--- src/rtl/bb_control_sequencer_pkg.sv ---
// Shared definitions for the bb_core control sequencer: unit indices, opcodes,
// sequencer states and the decoded-instruction record.
package bb_control_sequencer_pkg;

  localparam logic [3:0] INDEX_EN_RSVD_LO    = 4'd0;
  localparam logic [3:0] INDEX_EN_IR         = 4'd1;
  localparam logic [3:0] INDEX_EN_PC         = 4'd2;
  localparam logic [3:0] INDEX_EN_CR         = 4'd6;
  localparam logic [3:0] INDEX_EN_SKIN_FETCH = 4'd12;
  localparam logic [3:0] INDEX_EN_SKIN_DATA  = 4'd13;
  localparam logic [3:0] INDEX_EN_SKIN_IO    = 4'd14;
  localparam logic [3:0] INDEX_EN_RSVD_HI    = 4'd15;

  localparam logic [7:0] OP_NOP  = 8'h00;
  localparam logic [7:0] OP_HALT = 8'hFF;

  typedef enum logic [2:0] {
    ST_FETCH     = 3'd0,
    ST_LOAD_IR   = 3'd1,
    ST_DECODE    = 3'd2,
    ST_EXEC      = 3'd3,
    ST_SKIN_WAIT = 3'd4,
    ST_XFER      = 3'd5,
    ST_HALT      = 3'd6
  } state_e;

  typedef struct packed {
    logic [3:0] dst;
    logic [3:0] src;
    logic       skin_rd;
    logic       skin_wr;
    logic       illegal;
    logic       nop;
    logic       halt;
    logic       jump;
  } decode_t;

  function automatic logic [15:0] unit_onehot(input logic [3:0] idx);
    unit_onehot = 16'd1 << idx;
  endfunction

endpackage

--- src/rtl/bb_control_sequencer_if.sv ---
// Sequencer-side bundle: instruction/condition inputs, skin handshake and the
// register-file unit enable buses.
interface bb_control_sequencer_if #(parameter int DATA_WIDTH = 8);

  logic [DATA_WIDTH-1:0] i_instruction;
  logic                  i_cond;
  logic                  i_stall;
  logic                  i_skin_ack;
  logic                  o_skin_req;
  logic                  o_skin_we;
  logic [15:0]           o_unit_ien;
  logic [15:0]           o_unit_oen;
  logic                  o_illegal;
  logic                  o_bus_error;
  logic                  o_halted;

  modport slave (
    input  i_instruction, i_cond, i_stall, i_skin_ack,
    output o_skin_req, o_skin_we, o_unit_ien, o_unit_oen, o_illegal, o_bus_error, o_halted
  );

  modport master (
    output i_instruction, i_cond, i_stall, i_skin_ack,
    input  o_skin_req, o_skin_we, o_unit_ien, o_unit_oen, o_illegal, o_bus_error, o_halted
  );

endinterface

--- src/rtl/bb_control_sequencer_decode.sv ---
// Combinational instruction decoder: splits the opcode into dst/src unit indices
// and classifies it (NOP, HALT, conditional jump, skin read/write, illegal).
module bb_instr_decode
  import bb_control_sequencer_pkg::*;
#(
  parameter int DATA_WIDTH = 8
) (
  input  logic [DATA_WIDTH-1:0] i_instruction,
  output decode_t               o_dec
);

  logic [3:0] dst_s;
  logic [3:0] src_s;
  logic       nop_s;
  logic       halt_s;
  logic       rsvd_s;
  logic       clash_s;

  assign dst_s  = i_instruction[7:4];
  assign src_s  = i_instruction[3:0];
  assign nop_s  = (i_instruction[7:0] == OP_NOP);
  assign halt_s = (i_instruction[7:0] == OP_HALT);
  assign rsvd_s = (dst_s inside {INDEX_EN_RSVD_LO, INDEX_EN_RSVD_HI}) ||
                  (src_s inside {INDEX_EN_RSVD_LO, INDEX_EN_RSVD_HI});
  // Skin-to-skin moves would need two bus transfers in one instruction.
  assign clash_s = (src_s inside {INDEX_EN_SKIN_DATA, INDEX_EN_SKIN_IO}) &&
                   (dst_s inside {INDEX_EN_SKIN_FETCH, INDEX_EN_SKIN_DATA, INDEX_EN_SKIN_IO});

  // Assemble the decode record
  always_comb begin
    o_dec         = '0;
    o_dec.dst     = dst_s;
    o_dec.src     = src_s;
    o_dec.nop     = nop_s;
    o_dec.halt    = halt_s;
    o_dec.skin_rd = src_s inside {INDEX_EN_SKIN_DATA, INDEX_EN_SKIN_IO};
    o_dec.skin_wr = dst_s inside {INDEX_EN_SKIN_FETCH, INDEX_EN_SKIN_DATA, INDEX_EN_SKIN_IO};
    o_dec.jump    = (dst_s == INDEX_EN_PC) && (src_s == INDEX_EN_CR);
    o_dec.illegal = !(nop_s || halt_s) &&
                    ((dst_s == src_s) || rsvd_s || (src_s == INDEX_EN_SKIN_FETCH) || clash_s);
  end

endmodule

--- src/rtl/bb_control_sequencer.sv ---
// bb_core instruction sequencer: fetch/decode/execute FSM driving the unit
// enable buses and the skin request/ack handshake with a timeout.
module bb_control_sequencer
  import bb_control_sequencer_pkg::*;
#(
  parameter int DATA_WIDTH   = 8,
  parameter int SKIN_TIMEOUT = 255,
  parameter int TMO_W        = 8
) (
  input  logic                   clk,
  input  logic                   rst_n,
  bb_control_sequencer_if.slave  bus
);

  state_e            state_q, state_d;
  decode_t           dec_s, fld_q, fld_d;
  logic              jmp_taken_q, jmp_taken_d;
  logic [TMO_W-1:0]  cnt_q, cnt_d;
  logic              req_q, req_d;
  logic              we_q, we_d;
  logic [15:0]       ien_q, ien_d;
  logic [15:0]       oen_q, oen_d;
  logic              illegal_q, illegal_d;
  logic              bus_err_q, bus_err_d;
  logic              halted_q, halted_d;
  logic              stall_fetch_s;
  logic              ack_s;
  logic              tmo_s;

  bb_instr_decode #(.DATA_WIDTH(DATA_WIDTH)) u_decode (
    .i_instruction (bus.i_instruction),
    .o_dec         (dec_s)
  );

  // Ack counts only against our own registered request, and never while stalled in FETCH.
  assign stall_fetch_s = (state_q == ST_FETCH) && bus.i_stall;
  assign ack_s         = req_q && bus.i_skin_ack && !stall_fetch_s;
  assign tmo_s         = req_q && !ack_s && !stall_fetch_s && (cnt_q == TMO_W'(SKIN_TIMEOUT));

  // Next-state and decode-field capture
  always_comb begin
    state_d     = state_q;
    fld_d       = fld_q;
    jmp_taken_d = jmp_taken_q;
    case (state_q)
      ST_FETCH: begin
        if (ack_s)      state_d = ST_LOAD_IR;
        else if (tmo_s) state_d = ST_HALT;
        else            state_d = ST_FETCH;
      end
      ST_LOAD_IR: state_d = ST_DECODE;
      ST_DECODE: begin
        fld_d       = dec_s;
        jmp_taken_d = bus.i_cond;
        state_d     = ST_EXEC;
      end
      ST_EXEC: begin
        if (fld_q.halt)                             state_d = ST_HALT;
        else if (fld_q.illegal)                     state_d = ST_FETCH;
        else if (fld_q.nop || (fld_q.jump && !jmp_taken_q)) state_d = ST_FETCH;
        else if (fld_q.skin_rd || fld_q.skin_wr)    state_d = ST_SKIN_WAIT;
        else                                        state_d = ST_XFER;
      end
      ST_SKIN_WAIT: begin
        if (ack_s)      state_d = ST_XFER;
        else if (tmo_s) state_d = ST_HALT;
        else            state_d = ST_SKIN_WAIT;
      end
      ST_XFER: state_d = ST_FETCH;
      ST_HALT: state_d = ST_HALT;
      default: state_d = ST_FETCH;
    endcase
  end

  // Output and timeout-counter next values, computed from the next state so outputs register cleanly
  always_comb begin
    req_d     = ((state_d == ST_FETCH) && !bus.i_stall) || (state_d == ST_SKIN_WAIT);
    we_d      = (state_d == ST_SKIN_WAIT) && fld_d.skin_wr;
    illegal_d = (state_d == ST_EXEC) && fld_d.illegal;
    halted_d  = (state_d == ST_HALT);
    bus_err_d = bus_err_q || tmo_s;
    ien_d     = 16'h0000;
    oen_d     = 16'h0000;
    case (state_d)
      ST_LOAD_IR: begin
        ien_d = unit_onehot(INDEX_EN_IR);
        oen_d = unit_onehot(INDEX_EN_SKIN_FETCH);
      end
      ST_XFER: begin
        ien_d = unit_onehot(fld_d.dst);
        oen_d = unit_onehot(fld_d.src);
      end
      default: begin
        ien_d = 16'h0000;
        oen_d = 16'h0000;
      end
    endcase
    if ((state_d != state_q) || ack_s || stall_fetch_s || !req_q) cnt_d = '0;
    else                                                          cnt_d = cnt_q + TMO_W'(1);
  end

  // State, decode fields, counter and output registers
  always_ff @(posedge clk) begin
    if (!rst_n) begin
      state_q     <= ST_FETCH;
      fld_q       <= '0;
      jmp_taken_q <= 1'b0;
      cnt_q       <= '0;
      req_q       <= 1'b0;
      we_q        <= 1'b0;
      ien_q       <= 16'h0000;
      oen_q       <= 16'h0000;
      illegal_q   <= 1'b0;
      bus_err_q   <= 1'b0;
      halted_q    <= 1'b0;
    end else begin
      state_q     <= state_d;
      fld_q       <= fld_d;
      jmp_taken_q <= jmp_taken_d;
      cnt_q       <= cnt_d;
      req_q       <= req_d;
      we_q        <= we_d;
      ien_q       <= ien_d;
      oen_q       <= oen_d;
      illegal_q   <= illegal_d;
      bus_err_q   <= bus_err_d;
      halted_q    <= halted_d;
    end
  end

  assign bus.o_skin_req  = req_q;
  assign bus.o_skin_we   = we_q;
  assign bus.o_unit_ien  = ien_q;
  assign bus.o_unit_oen  = oen_q;
  assign bus.o_illegal   = illegal_q;
  assign bus.o_bus_error = bus_err_q;
  assign bus.o_halted    = halted_q;

endmodule
--- src/flat_wrapper.sv ---
// flat-port wrapper written by rule: the top's interface ports become plain ports
module bb_control_sequencer_flat import bb_control_sequencer_pkg::*;
#(
  parameter int DATA_WIDTH   = 8,
  parameter int SKIN_TIMEOUT = 255,
  parameter int TMO_W        = 8
)
  (clk, rst_n, bus_i_instruction, bus_i_cond, bus_i_stall, bus_i_skin_ack, bus_o_skin_req, bus_o_skin_we, bus_o_unit_ien, bus_o_unit_oen, bus_o_illegal, bus_o_bus_error, bus_o_halted);
  bb_control_sequencer_if #(.DATA_WIDTH(DATA_WIDTH)) bus_i ();
  input  logic clk;
  input  logic rst_n;
  input wire logic [$bits(bus_i.i_instruction)-1:0] bus_i_instruction;
  input wire logic [$bits(bus_i.i_cond)-1:0] bus_i_cond;
  input wire logic [$bits(bus_i.i_stall)-1:0] bus_i_stall;
  input wire logic [$bits(bus_i.i_skin_ack)-1:0] bus_i_skin_ack;
  output wire logic [$bits(bus_i.o_skin_req)-1:0] bus_o_skin_req;
  output wire logic [$bits(bus_i.o_skin_we)-1:0] bus_o_skin_we;
  output wire logic [$bits(bus_i.o_unit_ien)-1:0] bus_o_unit_ien;
  output wire logic [$bits(bus_i.o_unit_oen)-1:0] bus_o_unit_oen;
  output wire logic [$bits(bus_i.o_illegal)-1:0] bus_o_illegal;
  output wire logic [$bits(bus_i.o_bus_error)-1:0] bus_o_bus_error;
  output wire logic [$bits(bus_i.o_halted)-1:0] bus_o_halted;
  assign bus_i.i_instruction = bus_i_instruction;
  assign bus_i.i_cond = bus_i_cond;
  assign bus_i.i_stall = bus_i_stall;
  assign bus_i.i_skin_ack = bus_i_skin_ack;
  assign bus_o_skin_req = bus_i.o_skin_req;
  assign bus_o_skin_we = bus_i.o_skin_we;
  assign bus_o_unit_ien = bus_i.o_unit_ien;
  assign bus_o_unit_oen = bus_i.o_unit_oen;
  assign bus_o_illegal = bus_i.o_illegal;
  assign bus_o_bus_error = bus_i.o_bus_error;
  assign bus_o_halted = bus_i.o_halted;
  bb_control_sequencer #(.DATA_WIDTH(DATA_WIDTH), .SKIN_TIMEOUT(SKIN_TIMEOUT), .TMO_W(TMO_W)) u_core (.clk(clk), .rst_n(rst_n), .bus(bus_i));
endmodule
--- config.mk ---
export PLATFORM = sky130hd
export DESIGN_NAME = bb_control_sequencer_flat
export DESIGN_NICKNAME = d
export VERILOG_FILES = /design/src/rtl/bb_control_sequencer_pkg.sv /design/src/rtl/bb_control_sequencer_if.sv /design/src/rtl/bb_control_sequencer_decode.sv /design/src/rtl/bb_control_sequencer.sv /design/src/flat_wrapper.sv
export SDC_FILE = /design/constraint.sdc
export NUM_CORES = 1
export LEC_CHECK = 0
export ABC_AREA = 1
export CAP_MARGIN = 20
export CORE_ASPECT_RATIO = 1.75
export CORE_MARGIN = 2
export CORE_UTILIZATION = 30
export DETAILED_ROUTE_END_ITERATION = 10
export GPL_TIMING_DRIVEN = 0
export PLACE_DENSITY = 0.61
export SYNTH_ARGS = -nofsm -noshare
export SYNTH_HDL_FRONTEND = slang
export SYNTH_SLANG_ARGS = --single-unit
--- constraint.sdc ---
create_clock -name clk -period 1.4 [get_ports clk]
set_input_delay 0.28 -clock clk [delete_from_list [all_inputs] [get_ports clk]]
set_output_delay 0.28 -clock clk [all_outputs]
set_load 0.01 [all_outputs]
==> impl_metrics.csv <==
group,metric,value,unit
final_layout,final_layout_size_suffix_gt1_share,27.53,%
timing,fin_crit_sh,112.3,%
logic_synthesis,yosysUniqueCellTypes,33,
timing,maxSlewViolCount,0,
final_layout,antenna_cells,0,
die,dieArea,0.009221,mm2
place,dp_cells,445,
pwr,vdd_drop_max,623.8,uV
outcome,violations,"negative setup slack",
detailed_routing,via_count,2187,
logic_synthesis,synth_area,0.002532,mm2
worst_setup_path,required,1660,ps
final_layout,nNetsFinal,394,
detailed_routing,drc,0,
die,io_pins,50,
detailed_routing,wl_per_cell,12.78,um
logic_synthesis,synthFlopType,"dfxtp_1",
place,dp_hpwl,4303,um
die,die_height,125.5,um
die,rows,44,
detailed_routing,routed_wl,6094,um
die,die_x,73.45,um
timing,skew,7.069,ps
timing,slew_headroom,75.06,%
outcome,status,"finished with violations",
logic_synthesis,async_flop_share,0,%
grt,grt_first_pass_wirelength,10090,um
cts,htree_levels,3,
worst_hold_path,hold_path.class,"primary input to flip-flop",
logic_synthesis,yosysSeqAreaShare,49.80,%
place,place_ws,-550.8,ps
pwr,p_leak,1.686,nW
final_layout,areaGrowthSynthToFinish,47.13,%
grt,grt_usage,14.53,%
worst_setup_path,crit_type,"flip-flop to flip-flop",
final_layout,n_fill_cell,826,
logic_synthesis,syn_avg_cell_area,8.330,um2
cts,cts_tree,"yes",
logic_synthesis,ys_ff_latch,63,
cts,cts_buffer_depth,2,
timing,finalHoldViolCount,0,
cts,ctsRootBufferMaster,"clkbuf_16",
timing,layout_setup_ws,-172.2,ps
timing,setup_violations,44,
die,start_util,30.67,%
grt,grt.overflow.total,0,
cts,path_clk_slew,60,ps
pwr,p_per_area,1174,mW/mm2
logic_synthesis,synth_largest_area_cell,"dfxtp_1",
timing,rsz0062_at_grt,"true",
grt,grt_pass1_vias,2168,
logic_synthesis,synth_cells,304,
detailed_routing,drtIter0Drc,65,
place,numPortBuffers,49,
logic_synthesis,synth_fp_nets,318,
cts,clock_latency,330,ps
logic_synthesis,synthTopCellsByArea,"dfxtp_1, nor2_1, nand2_1",
worst_setup_path,endpoint_kind,"flip-flop",
timing,worstMarginPinSlew,373.5,ps
worst_setup_path,crit_fanout,8,
final_layout,fin_cells,477,
final_layout,final_util,45.12,%
cts,clock_sinks,63,
detailed_routing,vias_per_cell,4.585,
timing,min_period,1572,ps
logic_synthesis,ys_warn_count,0,
die,core-area,0.008258,mm2
place,routabilityCongestion,0.8191,
worst_setup_path,cp.arrival,1830,ps
worst_setup_path,cp-start-kind,"flip-flop",
flow_run,drv_cap,0,
logic_synthesis,yosysMostFrequentCell,"nor2_1",
grt,grt_max_degree,13,
detailed_routing,antenna_left,0,
logic_synthesis,synth_common_cells,"nor2_1, dfxtp_1, nand2_1, inv_1, nand3_1",
logic_synthesis,synth_enable_flop_cells,0,
cts,numCtsBuffers,9,
timing,fmax,0.6360,GHz
timing,tns,-5011,ps
grt,antenna_found_initial,0,
logic_synthesis,synth_top_area_share,49.80,%
detailed_routing,drt-pass1-iter-count,4,
## cell usage in the layout (no fill, tap or decap), types with 6 or more instances in the layout
cell type / synthesis / routed
dlygate4sd2_1: 0 / 37
nand2_4: 2 / 6
nand2_2: 9 / 9
o21ai_0: 7 / 6
dlymetal6s2s_1: 0 / 6
nand2_1: 41 / 36
buf_4: 0 / 15
a21oi_1: 8 / 6
xnor2_1: 7 / 7
dfxtp_1: 63 / 58
nor2_1: 68 / 55
clkbuf_16: 0 / 9
nand3_1: 17 / 16
inv_1: 28 / 26
clkdlybuf4s50_1: 0 / 6
nor2_2: 7 / 17
## worst max-delay path: stages, from the launching register on
cell and delay, ps:
dfxtp_4 380, buf_4 120, nand2_1 60, nor2_1 150, nor2_1 70, nand2_1 100
nand2_4 80, nor2_8 180, nand4_4 210, nor2_1 150
## power breakdown
part	switching [mW]	internal [mW]	total (mW)
logic	0.314	0.193	0.507
clock network	0.821	1.19	2.01
registers	0.0213	1.83	1.85
total	1.16	3.22	4.37
## layer usage
layer	wire, um	vias up	GRT usage, %
met4	176	0	7.594
met3	238	11	4.835
met2	3392	33	25.26
met1	2287	1024	14.82
li1	-	1119	-
met5	0	-	0
## cells by family (layout without fill, tap and decap cells)
group,Yosys count,count (layout),share of synthesized area (%)
xor+xnor,10,10,3.459
compound gates,26,26,6.028
fa+ha+maj,1,1,0.4940
flops,63,63,49.80
buf+inv,35,116,6.077
simple gates,169,169,34.14
## registers in the layout, indices dropped and copies added, names as in the netlist
| signal | flops |
|---|---|
| u_core.bus.o_illegal | 1 |
| u_core.bus.o_bus_error | 1 |
| u_core.bus.o_unit_ien | 16 |
| u_core.bus.o_unit_oen | 16 |
| u_core.cnt_q | 8 |
| u_core.fld_q | 14 |
| u_core.bus.o_skin_req | 1 |
| u_core.state_q | 3 |
| u_core.bus.o_skin_we | 1 |
| u_core.jmp_taken_q | 1 |
| u_core.bus.o_halted | 1 |
## cell type report
type                    count  area (um2)  area share [%]
multi-input cells         206        1328           35.63
flip-flops and latches     63        1275           34.22
repair buffers             65       576.8           15.48
clock buffers               9       225.2           6.044
inverters                  30       115.1           3.089
well taps                  92       115.1           3.089
clock inverters             7       47.55           1.276
plain buffers               5       43.79           1.175
## metrics by stage
| step | power, mW | hold WS [ps] | area (um2) |
|---|---|---|---|
| final | 4.373 | 366.6 | 3726 |
| after global routing | 4.573 | 366.7 | 3726 |
| after CTS | 4.360 | 454.2 | 3552 |
| after detailed placement | 2.309 | 443.2 | 3184 |
| after global placement | 2.301 | 426.5 | 3184 |
| after floorplan | 2.180 | 420.4 | 2579 |
## final timing paths
kind	from	to	slack, ps	depth (start not counted)
max	u_core.state_q[0]	u_core.bus.o_unit_oen[1]	-170	9
min	bus_i_instruction[5]	u_core.fld_q[0]	370	3
max reg2reg	u_core.state_q[0]	u_core.bus.o_unit_oen[1]	-170	9
min reg2reg	u_core.jmp_taken_q	u_core.jmp_taken_q	450	2
## what timing repair did
item	4_1_cts	5_1_grt
pin swaps	13	18
endpoints found under the setup margin	85	54
hold buffers	0	0
setup buffers	8	7
gates cloned	0	1
resized for setup	59	34
No activity file was read; power rests on OpenSTA's default activity.
